### src/rtl/channel_accumulator_pkg.sv
// Shared datapath width rules for the convolution pipeline.
// Holds max(), adder-tree output width and accumulator width helpers.
package channel_accumulator_pkg;

    function automatic int max_int(input int a, input int b);
        return (a > b) ? a : b;
    endfunction

    // Adder tree summing n_in operands of in_w bits.
    function automatic int tree_out_width(input int in_w, input int n_in);
        return in_w + $clog2(n_in);
    endfunction

    // Group sum of n partial sums plus a bias, with one guard bit.
    function automatic int acc_width(
        input int in_w,
        input int bias_w,
        input int n
    );
        return max_int(tree_out_width(in_w, n), bias_w) + 1;
    endfunction

    // Beat counter needs at least one bit even when n == 1.
    function automatic int cnt_width(input int n);
        return max_int(1, $clog2(n));
    endfunction

endpackage

### src/rtl/channel_accumulator.sv
// Sums NUM_ACCUM valid partial sums plus a first-beat bias per group.
// Ports: clk, rst (async high), i_data/i_valid/i_bias/i_clear in,
//        o_data (signed group result) and o_valid (1-cycle pulse) out.
module channel_accumulator
    import channel_accumulator_pkg::*;
#(
    parameter  int IN_WIDTH   = 21,
    parameter  int BIAS_WIDTH = 16,
    parameter  int NUM_ACCUM  = 8,
    localparam int ACC_WIDTH  = acc_width(IN_WIDTH, BIAS_WIDTH, NUM_ACCUM)
) (
    input  logic                        clk,
    input  logic                        rst,
    output logic signed [ACC_WIDTH-1:0] o_data,
    output logic                        o_valid,
    input  logic signed [IN_WIDTH-1:0]  i_data,
    input  logic                        i_valid,
    input  logic signed [BIAS_WIDTH-1:0] i_bias,
    input  logic                        i_clear
);

    localparam int CNT_W = cnt_width(NUM_ACCUM);
    localparam logic [CNT_W-1:0] LAST = CNT_W'(NUM_ACCUM - 1);

    logic [CNT_W-1:0]            r_cnt;
    logic signed [ACC_WIDTH-1:0] r_acc;
    logic signed [ACC_WIDTH-1:0] r_data;
    logic                        r_valid;

    logic [CNT_W-1:0]            w_idx;
    logic [CNT_W-1:0]            w_cnt_nxt;
    logic signed [ACC_WIDTH-1:0] w_base;
    logic signed [ACC_WIDTH-1:0] w_sum;
    logic                        w_last;

    always_comb begin
        // A clear turns the current beat into beat 0 of a new group.
        w_idx     = i_clear ? '0 : r_cnt;
        w_base    = (w_idx == '0) ? ACC_WIDTH'(i_bias) : r_acc;
        w_sum     = w_base + ACC_WIDTH'(i_data);
        // The beat that carries a clear never completes a group.
        w_last    = !i_clear && (w_idx == LAST);
        w_cnt_nxt = (w_idx == LAST) ? '0 : w_idx + CNT_W'(1);
    end

    always_ff @(posedge clk or posedge rst) begin
        if (rst) begin
            r_cnt   <= '0;
            r_acc   <= '0;
            r_data  <= '0;
            r_valid <= 1'b0;
        end else begin
            r_valid <= 1'b0;
            if (i_valid) begin
                r_cnt <= w_cnt_nxt;
                r_acc <= w_sum;
                if (w_last) begin
                    r_data  <= w_sum;
                    r_valid <= 1'b1;
                end
            end else if (i_clear) begin
                r_cnt <= '0;
            end
        end
    end

    assign o_data  = r_data;
    assign o_valid = r_valid;

endmodule
### config.mk
export PLATFORM = sky130hd
export DESIGN_NAME = channel_accumulator
export DESIGN_NICKNAME = d
export VERILOG_FILES = /design/src/rtl/channel_accumulator_pkg.sv /design/src/rtl/channel_accumulator.sv
export SDC_FILE = /design/constraint.sdc
export NUM_CORES = 1
export LEC_CHECK = 0
export BUFFER_PORTS_ARGS = -buffer_cell sky130_fd_sc_hd__buf_4
export CORE_UTILIZATION = 50
export CTS_CLUSTER_SIZE = 16
export DETAILED_ROUTE_END_ITERATION = 6
export GPL_ROUTABILITY_DRIVEN = 1
export HOLD_SLACK_MARGIN = 0.15
export PLACE_DENSITY = 0.73
export RECOVER_POWER = 100
export SYNTH_ARGS = -nofsm -noshare
export SYNTH_HDL_FRONTEND = slang
export SYNTH_SLANG_ARGS = --single-unit
### constraint.sdc
create_clock -name clk -period 3.8 [get_ports clk]
set_input_delay 0.38 -clock clk [delete_from_list [all_inputs] [get_ports clk]]
set_output_delay 0.38 -clock clk [all_outputs]
set_load 0.05 [all_outputs]
==> results of run 1 <==
[critical path, stage by stage (launching register included)]
cell	delay, ns
dfrtp_1	0.33
nor2b_1	0.16
inv_1	0.06
ha_1	0.23
and2_1	0.19
mux2_2	0.23
ha_1	0.19
inv_1	0.07
fa_1	0.39
nand2b_1	0.17
a21oi_1	0.22
o21a_1	0.19
o21ai_0	0.09
clkbuf_1	0.14
o311ai_1	0.41
xnor2_1	0.20
o21ai_0	0.10
[per-stage QoR]
| step | hold slack (ns) | cell area, um2 | total power, uW | std cells | util [%] |
|---|---|---|---|---|---|
| after floorplan | 0.4476 | 3532 | 1512 | 399 | - |
| after global placement | 0.4604 | 4135 | 1727 | 550 | 60.87 |
| after detailed placement | 0.4717 | 4135 | 1756 | 550 | 60.87 |
| after CTS | 0.2949 | 4230 | 2110 | 558 | 62.27 |
| after global routing | 0.4259 | 4111 | 2254 | 558 | 60.52 |
| final | 0.4259 | 4111 | 2090 | 558 | 60.52 |
[final timing paths]
path | from | endpoint | slack, ns
worst max register to register | r_cnt[0] | o_data[22] | 0.30
min in group asynchronous | rst | r_cnt[2] | 1.23
worst max-delay path | r_cnt[0] | o_data[22] | 0.30
worst min-delay path | i_data[0] | o_data[0] | 0.43
max in group asynchronous | rst | r_acc[14] | 0.87
worst min register to register | o_data[7] | o_data[7] | 0.49
[where the power goes]
part / internal (uW) / leakage, uW / switching, uW / total, uW
logic: 425 / 0.00122 / 552 / 977
registers: 700 / 0.000701 / 66.9 / 766
clock network: 147 / 0.0000472 / 199 / 346
[cells in the mapped netlist, types with 2 or more instances]
master / n
mux2_2: 16
nand3b_1: 2
a22oi_1: 2
buf_1: 3
a211oi_1: 2
and2_1: 3
o21ai_0: 50
a21oi_1: 22
nand4_1: 5
ha_1: 28
inv_1: 12
o21a_1: 3
dfrtp_1: 54
clkbuf_1: 16
nand2_1: 64
o22ai_1: 2
a211o_1: 2
a31o_1: 2
nand3_1: 9
o21bai_1: 2
nor2b_1: 3
xor2_1: 13
xnor2_1: 9
o211ai_1: 4
a31oi_1: 6
nor2_1: 22
a21o_1: 18
nand2b_1: 5
[cells by family (layout without fill, tap and decap cells)]
family,count (synthesis),after routing
AO/OA/AOI/OAI,128,128
XOR/XNOR,22,22
adder cells (fa/ha/maj),29,29
buffers and inverters,34,97
flip-flops,54,54
multiplexers,17,17
AND/OR/NAND/NOR,115,115
[routing by layer]
layer / share of wire (%) / routed length [um] / global-route usage, % / vias to the layer above
li1: - / - / - / 1534
met4: 1.3 / 107 / 6.061 / 0
met5: 0 / 0 / 0 / -
met3: 4.6 / 379 / 3.080 / 11
met1: 47 / 3858 / 32.07 / 1426
met2: 47 / 3823 / 40.19 / 85
[state kept, by name, indices dropped and copies added, names as in the netlist]
| register | flops |
|---|---|
| o_data | 25 |
| r_cnt | 3 |
| r_acc | 25 |
| o_valid | 1 |
[area by class of cell]
class,instances,area [um2]
clock buffer,6,82.58
clock inverter,2,12.51
fill,627,2683
inverter,13,48.80
multi-input combinational,311,2038
sequential,54,1351
tap,96,120.1
timing repair buffer,76,457.9
==> impl_metrics.toml, run 1 <==
[run_status]
outcome = "finished with violations"
violations = "max-capacitance violations, max-slew violations"

[timing]
tns_ns = 0
hold_viol_final = 0
fin_skew_ns = 0.01288
setup_slack_ns = 0.3025
relSlewSlack_pct = -102.6
period_share_pct = 92.04
maxSlewViolCount = 55
max_freq_mhz = 285.9
setup_viol = 0
layout_min_cycle_time_ns = 3.497
tightestPinTransition_ns = 3.039
rsz0062_at_grt = "no"

[cells_and_area]
layout-drive-gt1-share_pct = 15.80
nets = 531
final_cell_mix = "nand2_1, dfrtp_1, o21ai_0"
final_common_cell = "nand2_1"
antenna-diode-count = 0
area_growth_pct = 16.40

[clocking]
cts_buffer_depth = 2
cts_root_buffer = "clkbuf_8"
cts.sinks = 54
ctsResizeCount = 0
insertion_delay_ns = 0.31
cts_buffers = 5
hold_buffers = 0
cts.htree.levels = 2
cts_tree = "yes"
post-cts-setup-buffers = 0
cts.reportedPaths.clkPinSlew_ns = 0.11

[critical_path]
arrival_ns = 3.68
critPathMaxFanout = 4
r2r_cells = 16
cp-start-kind = "flip-flop"
worstSetupPathType = "flip-flop to flip-flop"
worstPathRequired_ns = 3.99
end_kind = "flip-flop"

[logic_synthesis]
yosys_warnings = 0
synth_top_cell_by_area = "dfrtp_1"
syn_area_um2 = 3532
synth-xor-area-share_pct = 5.455
synthCells = 399
ys_seq_elements = 54
synth_top_family_by_area = "compound AO/OA/AOI/OAI gates"
synth-simple-area-share_pct = 13.99
synth_top_area_share_pct = 38.26
synth_flop_cell = "dfrtp_1"
synthArstFlopShare_pct = 100.0
avgSynthCellArea_um2 = 8.852
synth-seq-area-share_pct = 38.26
muxShareOfSynthArea_pct = 5.384
synth_compound_area_share_pct = 22.56
syn-num-nets = 469
synth_enable_flop_cells = 0
synthDistinctLibCells = 48
synth.area.top_cells = "dfrtp_1, ha_1, o21ai_0, nand2_1, mux2_2"
synthAdderAreaFrac_pct = 10.49

[global_routing]
grt_usage_pct = 23.71
grt_pass1_wl_mm = 13.99
grt_max_degree = 55
antenna_found_initial = 0
grt_pass1_vias = 3018
grt-ovfl-total = 0

[placed_design]
dp_slack_ns = 0.1402
dp_hpwl_mm = 6.061
place_congestion = 0.9300
io_buffers = 66

[floorplan]
die_w_um = 86.05
die-area_um2 = 7405
start_util_pct = 51.99
rows = 30
io_pins = 67
core_area_um2 = 6794
chipHeight_um = 86.05

[drt]
final_antenna_net_count = 0
first_iter_violations = 219
drtPass1Iterations = 4
drc_errors = 0
via_per_inst = 5.477
num_vias = 3056
wl_mm = 8.168
wl_per_cell_um = 14.64

[pwr]
p_leak_uw = 0.001965
vdd_drop_max_mv = 0.2818
p_per_area_nw_per_um2 = 508.4

[min_path]
hold-path-cell-count = 4
hp-class = "input pin to flip-flop"

[run]
cap_violations = 1
Note: power is estimated with default switching activity, not from simulation.
==> run 2, diff against run 1 <==
- ABC_CLOCK_PERIOD_IN_PS: default -> 4300
- clock period: 3.8 -> 4.3 ns (I/O delays scaled with it)
==> impl_metrics.toml, run 2 (synthesized netlist as in run 1, its figures left out) <==
[run_status]
outcome = "finished with violations"
violations = "max-capacitance violations, max-slew violations"

[run]
cap_violations = 1

[drt]
drc_errors = 0
drtPass1Iterations = 4
final_antenna_net_count = 0
wl_mm = 7.940
via_per_inst = 5.468
wl_per_cell_um = 14.41
num_vias = 3013
first_iter_violations = 127

[critical_path]
worstSetupPathType = "flip-flop to flip-flop"
critPathMaxStageDelay_ns = 0.52
critPathMaxFanout = 4
arrival_ns = 3.96
end_kind = "flip-flop"
cp-start-kind = "flip-flop"
slowest_stage = "o311ai_0"
cp_cell_sequence = "nor2b_1, inv_1, ha_1, and2_0, mux2_2, ha_1, inv_1, fa_1, nand2b_1, a21oi_1, o21a_1, o21ai_0, o311ai_0, xnor2_1, o21ai_0"
worstPathRequired_ns = 4.46

[cells_and_area]
final_common_cell = "nand2_1"
antenna-diode-count = 0
final_cell_mix = "nand2_1, dfrtp_1, o21ai_0"
layout-drive-gt1-share_pct = 14.51
area_growth_pct = 14.91
nets = 524

[timing]
rsz0062_at_grt = "no"
maxSlewViolCount = 55
layout_min_cycle_time_ns = 3.800
period_share_pct = 88.38
tns_ns = 0
hold_viol_final = 0
max_freq_mhz = 263.1
tightestPinTransition_ns = 2.883
fin_skew_ns = 0.01165
relSlewSlack_pct = -92.20
setup_slack_ns = 0.4996
setup_viol = 0

[clocking]
ctsResizeCount = 0
hold_buffers = 0
cts_root_buffer = "clkbuf_8"
post-cts-setup-buffers = 0
cts.sinks = 54
cts_buffer_depth = 2
insertion_delay_ns = 0.31
cts.htree.levels = 2
cts.reportedPaths.clkPinSlew_ns = 0.10
cts_tree = "yes"
cts_buffers = 5

[global_routing]
grt-ovfl-total = 0
grt_pass1_vias = 3038
grt_pass1_wl_mm = 13.66
grt_usage_pct = 23.14
grt_max_degree = 55
antenna_found_initial = 0

[placed_design]
place_congestion = 0.8742
dp_hpwl_mm = 5.788
dp_slack_ns = 0.3620
io_buffers = 66

[floorplan]
io_pins = 67
die_w_um = 86.05
rows = 30
start_util_pct = 51.99
die-area_um2 = 7405
chipHeight_um = 86.05
core_area_um2 = 6794

[min_path]
hp-class = "input pin to flip-flop"

[pwr]
p_per_area_nw_per_um2 = 447.1
total_power_uw = 1815
p_leak_uw = 0.001935
vdd_drop_max_mv = 0.1994
[run 2: cell count changes in the layout (fill, tap and decap cells not counted)]
cell        delta
clkinvlp_4     -1
and2_1         -1
buf_4          -6
o311ai_1       -1
and2_0         +1
o311ai_0       +1
[run 2: worst paths after layout]
path	start	to	slack, ns	cells after the start
worst max register to register	r_cnt[0]	o_data[22]	0.50	15
min in group asynchronous	rst	o_data[3]	1.22	3
worst max-delay path	r_cnt[0]	o_data[22]	0.50	15
max in group asynchronous	rst	r_acc[18]	1.46	3
worst min-delay path	i_clear	r_cnt[0]	0.44	3
worst min register to register	o_data[2]	o_data[2]	0.48	2
[run 2: final cells by class]
cell class                 instances  area (um2)
inverter                          13       48.80
multi-input combinational        311        2038
clock inverter                     1       5.005
sequential                        54        1351
fill                             653        2735
tap                               96       120.1
clock buffer                       7       86.33
timing repair buffer              69       409.1
[run 2: power by group]
part	leakage, uW	switching (uW)	internal [uW]	total, uW
logic	0.00119	480	362	842
registers	0.000701	58.1	619	677
clock network	0.0000482	166	130	296
total	0.00194	704	1110	1810
[run 2: metrics by stage]
stage / hold slack (ns) / util [%] / instances / instance area, um2
global placement: 0.4614 / 60.09 / 543 / 4083
finish: 0.4365 / 59.74 / 551 / 4059
CTS: 0.3325 / 61.44 / 551 / 4174
detailed placement: 0.4693 / 60.09 / 543 / 4083
global route: 0.4446 / 59.74 / 551 / 4059
floorplan: 0.4476 / - / 399 / 3532
[run 2: worst max-delay path: cells and delay by family (launching register included)]
kind	cells	cell delay [ns]
AO/OA/AOI/OAI	5	1.26
adder cells (fa/ha/maj)	3	0.80
AND/OR/NAND/NOR	3	0.65
flip-flops	1	0.33
multiplexers	1	0.25
XOR/XNOR	1	0.21
buffers and inverters	2	0.15
[run 2: layer usage]
metal	part of all wire (%)	wire [um]	GRT usage (%)	up-vias
li1	-	-	-	1516
met1	47	3743	30.76	1414
met2	47	3718	39.25	70
met3	4.4	349	3.561	13
met4	1.6	128	6.364	0
met5	0	0	0	-
==> run 3, diff against run 2 <==
==> constraint.sdc (replaced) <==
create_clock -name clk -period 4.3 [get_ports clk]
set_input_delay 0.215 -clock clk [delete_from_list [all_inputs] [get_ports clk]]
set_output_delay 0.215 -clock clk [all_outputs]
set_load 0.05 [all_outputs]
==> impl_metrics.toml, run 3 (synthesized netlist as in run 1, its figures left out) <==
[pwr]
sw_frac_of_total_pct = 39.57
p_per_area_nw_per_um2 = 446.4
p_sw_uw = 718.5
p_leak_uw = 0.001936
vdd_drop_max_mv = 0.1952
p_comb_share_pct = 46.4
power.internal_uw = 1097
seqPwrFrac_pct = 37.4
total_power_uw = 1816
pwr-share-clk_pct = 16.2

[clocking]
cts.htree.levels = 2
hold_buffers = 1
cts_buffer_depth = 2
cts_tree = "yes"
cts_root_buffer = "clkbuf_8"
cts_buffers = 5
ctsResizeCount = 0
insertion_delay_ns = 0.32
cts.reportedPaths.clkPinSlew_ns = 0.11
cts.sinks = 54
post-cts-setup-buffers = 0

[global_routing]
grt_util_met3_pct = 3.272
grt_max_degree = 55
busiest_layer = "met2"
grt_usage_pct = 23.13
grt_pass1_vias = 2937
grt_util_met1_pct = 31.87
grt-ovfl-total = 0
grt_pass1_wl_mm = 13.70
antenna_found_initial = 0
use_met2_pct = 38.31

[timing]
period_share_pct = 92.66
maxSlewViolCount = 55
rsz0062_at_grt = "no"
setup_viol = 0
max_freq_mhz = 251.0
hold_viol_final = 0
tns_ns = 0
fin_skew_ns = 0.01248
layout_min_cycle_time_ns = 3.984
tightestPinTransition_ns = 2.933
relSlewSlack_pct = -95.52

[floorplan]
rows = 30
die-area_um2 = 7405
core_area_um2 = 6794
start_util_pct = 51.99
io_pins = 67
chipHeight_um = 86.05
die_w_um = 86.05

[min_path]
hp-start = "i_data[0]"
hold_end = "o_data[0]"
hp-class = "input pin to flip-flop"
hold-path-cell-count = 4

[placed_design]
io_buffers = 66
place_area_um2 = 4083
place_congestion = 0.8327
dp_hpwl_mm = 5.841

[cells_and_area]
nets = 525
layout-drive-gt1-share_pct = 14.69
final_common_cell = "nand2_1"
finish.instance_area_um2 = 4068
multiInputGateArea_um2 = 2038
seq_area_um2 = 1351
antenna-diode-count = 0
final.fill_count = 623
final_cell_mix = "nand2_1, dfrtp_1, o21ai_0"
area_growth_pct = 15.16

[critical_path]
arrival_ns = 4.15
r2r_end = "o_data[24]"
r2r_cells = 13
worstPathRequired_ns = 4.46
end_kind = "flip-flop"
worstSetupPathType = "flip-flop to flip-flop"
critPathMaxFanout = 15
rrSetupSlack_ns = 0.32
r2r-start = "r_cnt[0]"
cp-start-kind = "flip-flop"

[drt]
first_iter_violations = 226
via_per_inst = 5.504
num_vias = 3038
wl_mm = 7.949
final_antenna_net_count = 0
drtPass1Iterations = 4
drc_errors = 0
wl_per_cell_um = 14.40

[run_status]
violations = "max-capacitance violations, max-slew violations"
outcome = "finished with violations"

[run]
cap_violations = 1
run 3: cell count changes in the layout (fill, tap and decap cells not counted):
cell	previous run	this run
clkbuf_1	30	29
clkbuf_8	6	5
clkinv_4	0	1
clkinvlp_4	0	1
dlygate4sd3_1	0	1
o311ai_0	1	0
o311ai_1	0	1
run 3: final cells by class:
type	instances	share of cell area (%)
multi-input combinational	311	50.11
sequential	54	33.22
timing repair buffer	70	10.30
tap	96	2.953
clock buffer	5	1.692
inverter	13	1.200
clock inverter	3	0.5229
run 3: worst max path at each step:
stage                     slack, ns         end     start
after floorplan                0.87   r_acc[21]  r_cnt[0]
after global placement         0.49   r_acc[24]   i_clear
after detailed placement       0.39   r_acc[24]   i_clear
after CTS                      0.40   r_acc[24]  r_cnt[0]
after global routing           0.09  o_data[24]  r_cnt[0]
final                          0.32  o_data[24]  r_cnt[0]
run 3: power by group through the flow:
| stage | clock network (uW) | logic (uW) | registers, uW |
|---|---|---|---|
| 2_1_floorplan | 0 | 663 | 673 |
| 3_3_place_gp | 0 | 825 | 682 |
| 3_5_place_dp | 0 | 841 | 687 |
| 4_1_cts | 305 | 846 | 678 |
| 5_1_grt | 323 | 958 | 692 |
| 6_report | 294 | 842 | 680 |
run 3: per-layer routing:
| layer | share of wire (%) | vias to the layer above |
|---|---|---|
| met3 | 3.3 | 9 |
| li1 | - | 1519 |
| met1 | 49 | 1445 |
| met2 | 46 | 65 |
| met5 | 0 | - |
| met4 | 1.1 | 0 |
run 3: per-stage QoR:
stage / cells / utilization, % / setup WS (ns) / hold slack [ns]
after floorplan: 399 / - / 0.8706 / 0.3736
after global placement: 543 / 60.09 / 0.4897 / 0.4482
after detailed placement: 543 / 60.09 / 0.3883 / 0.4605
after CTS: 552 / 61.57 / 0.4014 / 0.1864
after global routing: 552 / 59.87 / 0.08790 / 0.2210
final: 552 / 59.87 / 0.3158 / 0.2132
run 3: critical path, stage by stage, from the launching register on:
cell and delay, ns:
dfrtp_1 0.33, nor2b_1 0.26, inv_1 0.08, ha_1 0.23, nand2_1 0.56, mux2_2 0.41
ha_1 0.37, o211ai_1 0.11, a21oi_1 0.25, o21bai_1 0.15, a211oi_1 0.39, o31a_2 0.30
mux2i_1 0.28, o22ai_1 0.12
